File: config.mk
export PLATFORM = sky130hd
export DESIGN_NAME = pagamento_troco
export DESIGN_NICKNAME = d
export VERILOG_FILES = /design/src/rtl/pagamento_troco.sv
export SDC_FILE = /design/constraint.sdc
export NUM_CORES = 1
export LEC_CHECK = 0
export CAP_MARGIN = 20
export CELL_PAD_IN_SITES_DETAIL_PLACEMENT = 1
export CELL_PAD_IN_SITES_GLOBAL_PLACEMENT = 2
export CORE_AREA = 4 4 83 85
export DETAILED_ROUTE_END_ITERATION = 8
export DIE_AREA = 0 0 87 89
export PLACE_DENSITY_LB_ADDON = 0.1
export SYNTH_ARGS = -nofsm -noshare
export SYNTH_HDL_FRONTEND = slang
export SYNTH_SLANG_ARGS = --single-unit
File: constraint.sdc
create_clock -name clk -period 2.8 [get_ports clk]
set_clock_uncertainty 0.2 [all_clocks]
set_input_delay 0.28 -clock clk [delete_from_list [all_inputs] [get_ports clk]]
set_output_delay 0.28 -clock clk [all_outputs]
set_load 0.05 [all_outputs]
File: src/rtl/pagamento_troco.sv
// Vending machine payment side: coin credit, price check, dispense and
// change handshakes.
module pagamento_troco #(
  parameter int CREDITO_MAX   = 15,
  parameter int TIMEOUT_MOTOR = 1000
) (
  input  logic       clk,
  input  logic       reset,
  input  logic [1:0] moeda,
  input  logic       moeda_valida,
  input  logic [2:0] valor,
  input  logic [3:0] produto,
  input  logic       existe,
  input  logic       OK,
  input  logic       cancela,
  input  logic       motor_pronto,
  input  logic       moeda_ack,
  output logic [3:0] credito,
  output logic       libera,
  output logic [3:0] produto_saida,
  output logic       devolve_moeda,
  output logic       rejeita,
  output logic       erro,
  output logic       falha,
  output logic       ocupado,
  output logic [2:0] estado
);

  localparam int TW = (TIMEOUT_MOTOR > 1) ? $clog2(TIMEOUT_MOTOR) : 1;
  localparam logic [TW-1:0] TLAST = TW'(TIMEOUT_MOTOR - 1);
  localparam logic [4:0] CMAX = 5'(CREDITO_MAX);

  typedef enum logic [2:0] {
    OCIOSO   = 3'd0,
    VERIFICA = 3'd1,
    LIBERA   = 3'd2,
    TROCO    = 3'd3,
    FIM      = 3'd4
  } estado_t;

  estado_t       estado_q, estado_d;
  logic [3:0]    credito_q, credito_d;
  logic [3:0]    produto_q, produto_d;
  logic [2:0]    valor_q, valor_d;
  logic [TW-1:0] timer_q, timer_d;
  logic          devolve_q, devolve_d;
  logic          rejeita_q, rejeita_d;
  logic          erro_q, erro_d;
  logic          falha_q, falha_d;

  logic       coin_ev;
  logic [2:0] coin_v;
  logic [4:0] soma;
  logic [4:0] refund;

  always_comb begin
    coin_v = 3'd0;
    unique case (moeda)
      2'b01:   coin_v = 3'd1;
      2'b10:   coin_v = 3'd2;
      2'b11:   coin_v = 3'd5;
      default: coin_v = 3'd0;
    endcase
  end

  assign coin_ev = moeda_valida && (moeda != 2'b00);
  assign soma    = {1'b0, credito_q} + {2'b00, coin_v};
  assign refund  = {1'b0, credito_q} + {2'b00, valor_q};

  always_comb begin
    estado_d  = estado_q;
    credito_d = credito_q;
    produto_d = produto_q;
    valor_d   = valor_q;
    timer_d   = timer_q;
    devolve_d = devolve_q;
    rejeita_d = 1'b0;
    erro_d    = 1'b0;
    falha_d   = 1'b0;
    unique case (estado_q)
      OCIOSO: begin
        // a coin in the same cycle as a command wins; the command is dropped
        if (coin_ev) begin
          if (soma <= CMAX) credito_d = soma[3:0];
          else              rejeita_d = 1'b1;
        end else if (OK) begin
          estado_d = VERIFICA;
        end else if (cancela && credito_q != 4'd0) begin
          estado_d = TROCO;
        end
      end
      VERIFICA: begin
        rejeita_d = coin_ev;
        if (existe && valor != 3'd0 && credito_q >= {1'b0, valor}) begin
          produto_d = produto;
          valor_d   = valor;
          credito_d = credito_q - {1'b0, valor};
          timer_d   = '0;
          estado_d  = LIBERA;
        end else begin
          erro_d   = 1'b1;
          estado_d = OCIOSO;
        end
      end
      LIBERA: begin
        rejeita_d = coin_ev;
        if (motor_pronto) begin
          estado_d = (credito_q != 4'd0) ? TROCO : FIM;
        end else if (timer_q == TLAST) begin
          falha_d   = 1'b1;
          credito_d = (refund > CMAX) ? CMAX[3:0] : refund[3:0];
          estado_d  = TROCO;
        end else begin
          timer_d = timer_q + 1'b1;
        end
      end
      TROCO: begin
        rejeita_d = coin_ev;
        if (credito_q == 4'd0) begin
          devolve_d = 1'b0;
          estado_d  = FIM;
        end else if (devolve_q) begin
          // request drops for a cycle after each ack
          if (moeda_ack) begin
            devolve_d = 1'b0;
            credito_d = credito_q - 4'd1;
            if (credito_q == 4'd1) estado_d = FIM;
          end
        end else begin
          devolve_d = 1'b1;
        end
      end
      FIM: begin
        rejeita_d = coin_ev;
        produto_d = 4'd0;
        estado_d  = OCIOSO;
      end
      default: estado_d = OCIOSO;
    endcase
  end

  always_ff @(posedge clk or posedge reset) begin
    if (reset) begin
      estado_q  <= OCIOSO;
      credito_q <= 4'd0;
      produto_q <= 4'd0;
      valor_q   <= 3'd0;
      timer_q   <= '0;
      devolve_q <= 1'b0;
      rejeita_q <= 1'b0;
      erro_q    <= 1'b0;
      falha_q   <= 1'b0;
    end else begin
      estado_q  <= estado_d;
      credito_q <= credito_d;
      produto_q <= produto_d;
      valor_q   <= valor_d;
      timer_q   <= timer_d;
      devolve_q <= devolve_d;
      rejeita_q <= rejeita_d;
      erro_q    <= erro_d;
      falha_q   <= falha_d;
    end
  end

  assign credito       = credito_q;
  assign libera        = (estado_q == LIBERA);
  assign produto_saida = produto_q;
  assign devolve_moeda = devolve_q;
  assign rejeita       = rejeita_q;
  assign erro          = erro_q;
  assign falha         = falha_q;
  assign ocupado       = (estado_q != OCIOSO);
  assign estado        = estado_q;

endmodule

; ---- Word-level counts from Yosys, hierarchy flattened
; Cells that the tools add are included.
; Widths: inputs -> output; s select.
[totals]
ff_bits = 28
latch_bits = 0
mem_bits_rw = 0
rom_bits = 0
inputBits = 17
output_inout_bits = 17
word_cells = 100
memories = 0
[op_classes]
addsub = 5
multipliers = 0
div = 0
n_lt_le_gt_ge = 3
n_eq_ne = 24
shifts = 0
mux = 40
bitwise_logic = 0
n_reduce_logical = 19
[ops]
columns = op, n
row1 = $mux 4, 10
row2 = $mux 10, 3
row3 = $mux 3, 10
row4 = $pmux 10 s2, 1
row5 = $ne 2x2->1 const B, 9
row6 = $pmux 4 s4, 1
row7 = $ne 3x3->1 const B, 4
row8 = $pmux 3 s4, 1
row9 = $add 10x1->10 const B, 1
row10 = $add 4x3->5, 2
row11 = $eq 10x10->1 const B, 1
row12 = $mux 1, 10
row13 = $pmux 3 s3, 1
row14 = $reduce_and 9->1, 1
row15 = $pmux 4 s2, 1
row16 = $reduce_bool 4->1, 2
row17 = $eq 3x2->1 const B, 2
row18 = $reduce_and 6->1, 1
row19 = $reduce_bool 2->1, 3
row20 = $reduce_bool 3->1, 2
row21 = $gt 5x4->1 const B, 1
row22 = $le 5x4->1 const B, 1
row23 = $eq 2x2->1 const B, 2
row24 = $eq 4x1->1 const B, 1
row25 = other kinds (16), 20

; ---- Longest topological paths before layout
[logic_depth]
ltp_word = 7
ltp_mapped = 10
depth_no_buf = 9

; ---- Least setup slack after synthesis
; OpenSTA, ideal clock, no wires.
[synth_path]
kind = flip-flop to flip-flop
start = register credito_q[0], in the netlist credito[0]
end = register credito_q[1], in the netlist credito[1]
setup_ps = 125
arrival_time_ps = 2475
t_required_ps = 2475
path_slack_ps = 0
path_stages_with_launch = 10
path_buffers = 0
synth_period_minus_slack_ps = 2800
cell_sequence = dfrtp_1 inv_1 ha_1 inv_1 fa_1 a211oi_1 a21oi_1 nand2b_1 nand3_1 mux2_2
[synth_between]
elab_chain_cells = 6
word_cells_on_any_way = 23
cone_classes = add/sub (4) / order compare (3) / eq/ne (3) / mux (10) / reduce/logical (3)
[synth_lines]
columns = element, line
row1 = "start, declared", 42  ; logic [3:0] credito_q, credito_d;
row2 = "start signal, assigned", 155  ; credito_q <= credito_d;
row3 = $add 4x3->5, 68  ; assign refund = {1'b0, credito_q} + {2'b00, valor_q};
row4 = $gt 5x4->1, 111  ; credito_d = (refund > CMAX) ? CMAX[3:0] : refund[3:0];
row5 = $mux 4, 111
row6 = $mux 4, 109  ; end else if (timer_q == TLAST) begin
row7 = $mux 4, 107  ; if (motor_pronto) begin
row8 = $pmux 4 s4, 80  ; unique case (estado_q)
; Several ways; a longest one is shown, not always the timed one. The select of a mux whose other input is x is not followed.
; A chain may end at the register's enable or synchronous reset.

; ---- Final worst setup path
[layout_path]
start = register credito_q[0], in the netlist credito[0]
end = register credito_q[2], in the netlist credito[2]
; The elaborated chain is that of the path after synthesis.

==> results.sh <==
export IMPL_status="completed"
export IMPL_holdCritPathClass="input port to asynchronous set/reset pin"
export IMPL_grt_antenna_before_repair=0
export IMPL_track_usage=0.165
export IMPL_synth_flop_cell="dfrtp_1"
export IMPL_pwr_share_seq=0.228
export IMPL_starting_density_of_the_core=0.320
export IMPL_worst_ir_drop_vdd_mv=0.566
export IMPL_rows=29
export IMPL_post_drt_via_cell_ratio=5.41
export IMPL_vias=1800
export IMPL_layout_nets=289
export IMPL_cts_tree="done"
export IMPL_finalWorstSetupSlack_ns=0.129
export IMPL_drv_slew=0
export IMPL_synth_seq_cells=28
export IMPL_final_hold_violation_count=0
export IMPL_arrival_ns=2.65
export IMPL_preCtsSetupSlack_ns=-0.160
export IMPL_required_ns=2.78
export IMPL_timing_final_crit_period_ns=2.67
export IMPL_initialDrtViolationCount=62
export IMPL_final_common_cell="clkdlybuf4s50_1"
export IMPL_gpl_final_weighted_congestion=0.882
export IMPL_postCtsHoldBufs=0
export IMPL_tritoncts_num_sinks=28
export IMPL_dr_wl_met3_um=128
export IMPL_asyncSetResetFlopFracSynth=1.00
export IMPL_globalRouteOverflowTotal=0
export IMPL_max_freq_ghz=0.374
export IMPL_setup_tns_ns=0
export IMPL_yosys_warnings=0
export IMPL_drc=0
export IMPL_syn_area_um2=1990
export IMPL_share_clk_of_total_power=0.085
export IMPL_antennaDiodeCount=0
export IMPL_timing_final_crit_share=0.954
export IMPL_port_buffer_count=33
export IMPL_ys_seq_area_frac=0.353
export IMPL_ctsLongestPathBuffers=2
export IMPL_via_count_of_the_first_global_routing_pass=1982
export IMPL_drive_above_1_share=0.172
export IMPL_insertion_delay_ns=0.28
export IMPL_met1_length_um=2880
export IMPL_netlist_cell_type_count=57
export IMPL_cp_end_kind="flip-flop"
export IMPL_crit_path_start_kind="flip-flop"
export IMPL_cp_max_fo=4
export IMPL_syn_mean_instance_area_um2=9.79
export IMPL_design_portCount=34
export IMPL_combPwrFrac=0.687
export IMPL_net_switching_power_w=0.00154
export IMPL_cts_inserted_buffers=3
export IMPL_post_cts_setup_buffers=0
export IMPL_sw_frac_of_total=0.490
export IMPL_setup_violations=0
export IMPL_synth_cells=203
export IMPL_dieArea_um2=7740
export IMPL_cellLeakagePower_nw=1.15
export IMPL_layout_cells_most_common_list="clkdlybuf4s50_1, dfrtp_1, buf_4"
export IMPL_core_area_um2=6200
export IMPL_route_top_layer_used="met4"
export IMPL_kind_of_critical_path="flip-flop to flip-flop"
export IMPL_rsz0062_at_grt="false"
export IMPL_die_height_um=89
export IMPL_detail_route_wl_per_cell_um=17.9
export IMPL_cell_internal_pwr_w=0.00161
export IMPL_detail_route_first_pass_iterations=4
export IMPL_grt_start_max_net_pins=29
export IMPL_wl_met2_um=2920
export IMPL_power_total_w=0.00315
export IMPL_timing_slew_headroom=0.639
export IMPL_synth_enable_flop_cells=0
export IMPL_chipWidth_um=87
export IMPL_clk_pin_slew_worst_setup_hold_paths_ns=0.11
export IMPL_cts_htree_levels=1
export IMPL_syn_to_final_growth_pct=32.3
export IMPL_cts_resized=0
export IMPL_mappedNetlistNets=235
export IMPL_worst_r2r_cell_count=10
export IMPL_cellPowerDensity_nw_per_um2=1200
export IMPL_aggregate_routed_wire_length_um=5960
export IMPL_cts_root_buf="clkbuf_8"
export IMPL_grt_first_pass_wirelength_um=10100
export IMPL_tightest_slew_ns=0.539
export IMPL_post_dp_hpwl_um=4700
export IMPL_max_cap_violations=0
export IMPL_ant_nets=0
[worst max-delay path, stage by stage, from the launching register on]
cell	delay, ns
dfrtp_2	0.42
inv_1	0.12
ha_1	0.18
inv_1	0.05
fa_1	0.42
a211oi_2	0.24
buf_4	0.15
a21oi_1	0.07
nand2b_1	0.19
nand3_1	0.17
mux2_2	0.36
[cell families (layout without fill, tap and decap cells)]
logic type                 count (synthesis)  after routing  share of synthesized area
and+or+nand+nor                           61             61                      0.171
AOI/OAI and AO/OA                         60             60                      0.227
DFF                                       28             28                      0.353
buffers and inverters                     18             71                     0.0409
adders and majority gates                 15             15                      0.106
muxes                                     11             11                     0.0592
xor gates and xnor gates                  10             10                     0.0441
[synth_stat cells (all sizes together) (6+ instances only)]
cell type | instances | area, um^2
nand3 | 7 | 35.0
nor2b | 6 | 37.5
mux2 | 6 | 67.6
a21oi | 14 | 70.1
ha | 12 | 150
dfrtp | 28 | 701
nand2 | 6 | 22.5
inv | 10 | 37.5
xor2 | 8 | 70.1
nor2 | 16 | 60.1
o21ai | 6 | 33.8
[power by group through the flow]
stage               Sequential (W)  Clock, W  Combinational [W]
global placement          0.000716         0            0.00210
CTS                       0.000719  0.000283            0.00217
detailed placement        0.000727         0            0.00215
floorplan                 0.000999         0            0.00112
finish                    0.000717  0.000269            0.00216
global route              0.000742  0.000300            0.00236
[worst paths after layout]
path	from	end	slack, ns
max reg2reg	credito[0]	credito[2]	0.13
min reg2reg	timer_q[9]	timer_q[9]	0.36
max	credito[0]	credito[2]	0.13
min in group clk	timer_q[9]	timer_q[9]	0.36
min	reset	timer_q[1]	0.18
max in group asynchronous	reset	credito[0]	1.91
[registers in the layout, summed over array words and instances, names as in the netlist]
name / count
timer_q: 10
credito: 4
estado: 3
falha: 1
produto_saida: 4
rejeita: 1
valor_q: 3
erro: 1
devolve_moeda: 1
[per-stage QoR]
stage,std cells,instance area (um^2),hold WS (ns),utilization
2_1_floorplan,203,1990,0.145,-
3_3_place_gp,329,2560,0.324,0.413
3_5_place_dp,329,2560,0.342,0.413
4_1_cts,333,2620,0.180,0.422
5_1_grt,333,2630,0.215,0.424
6_report,333,2630,0.177,0.424
[routing by layer]
| metal | up-vias | global-route usage |
|---|---|---|
| met3 | 4 | 0.0258 |
| met4 | 0 | 0.0227 |
| met5 | - | 0 |
| met2 | 30 | 0.292 |
| met1 | 898 | 0.218 |
| li1 | 868 | - |
[final cells by class]
| class | instances | area [um^2] |
|---|---|---|
| flip-flops and latches | 28 | 702 |
| clock buffers | 4 | 55.1 |
| multi-input cells | 157 | 1220 |
| fillers | 721 | 3580 |
| inverters | 10 | 37.5 |
| well taps | 77 | 96.3 |
| repair buffers | 57 | 520 |
No activity file was read; power rests on OpenSTA's default activity.
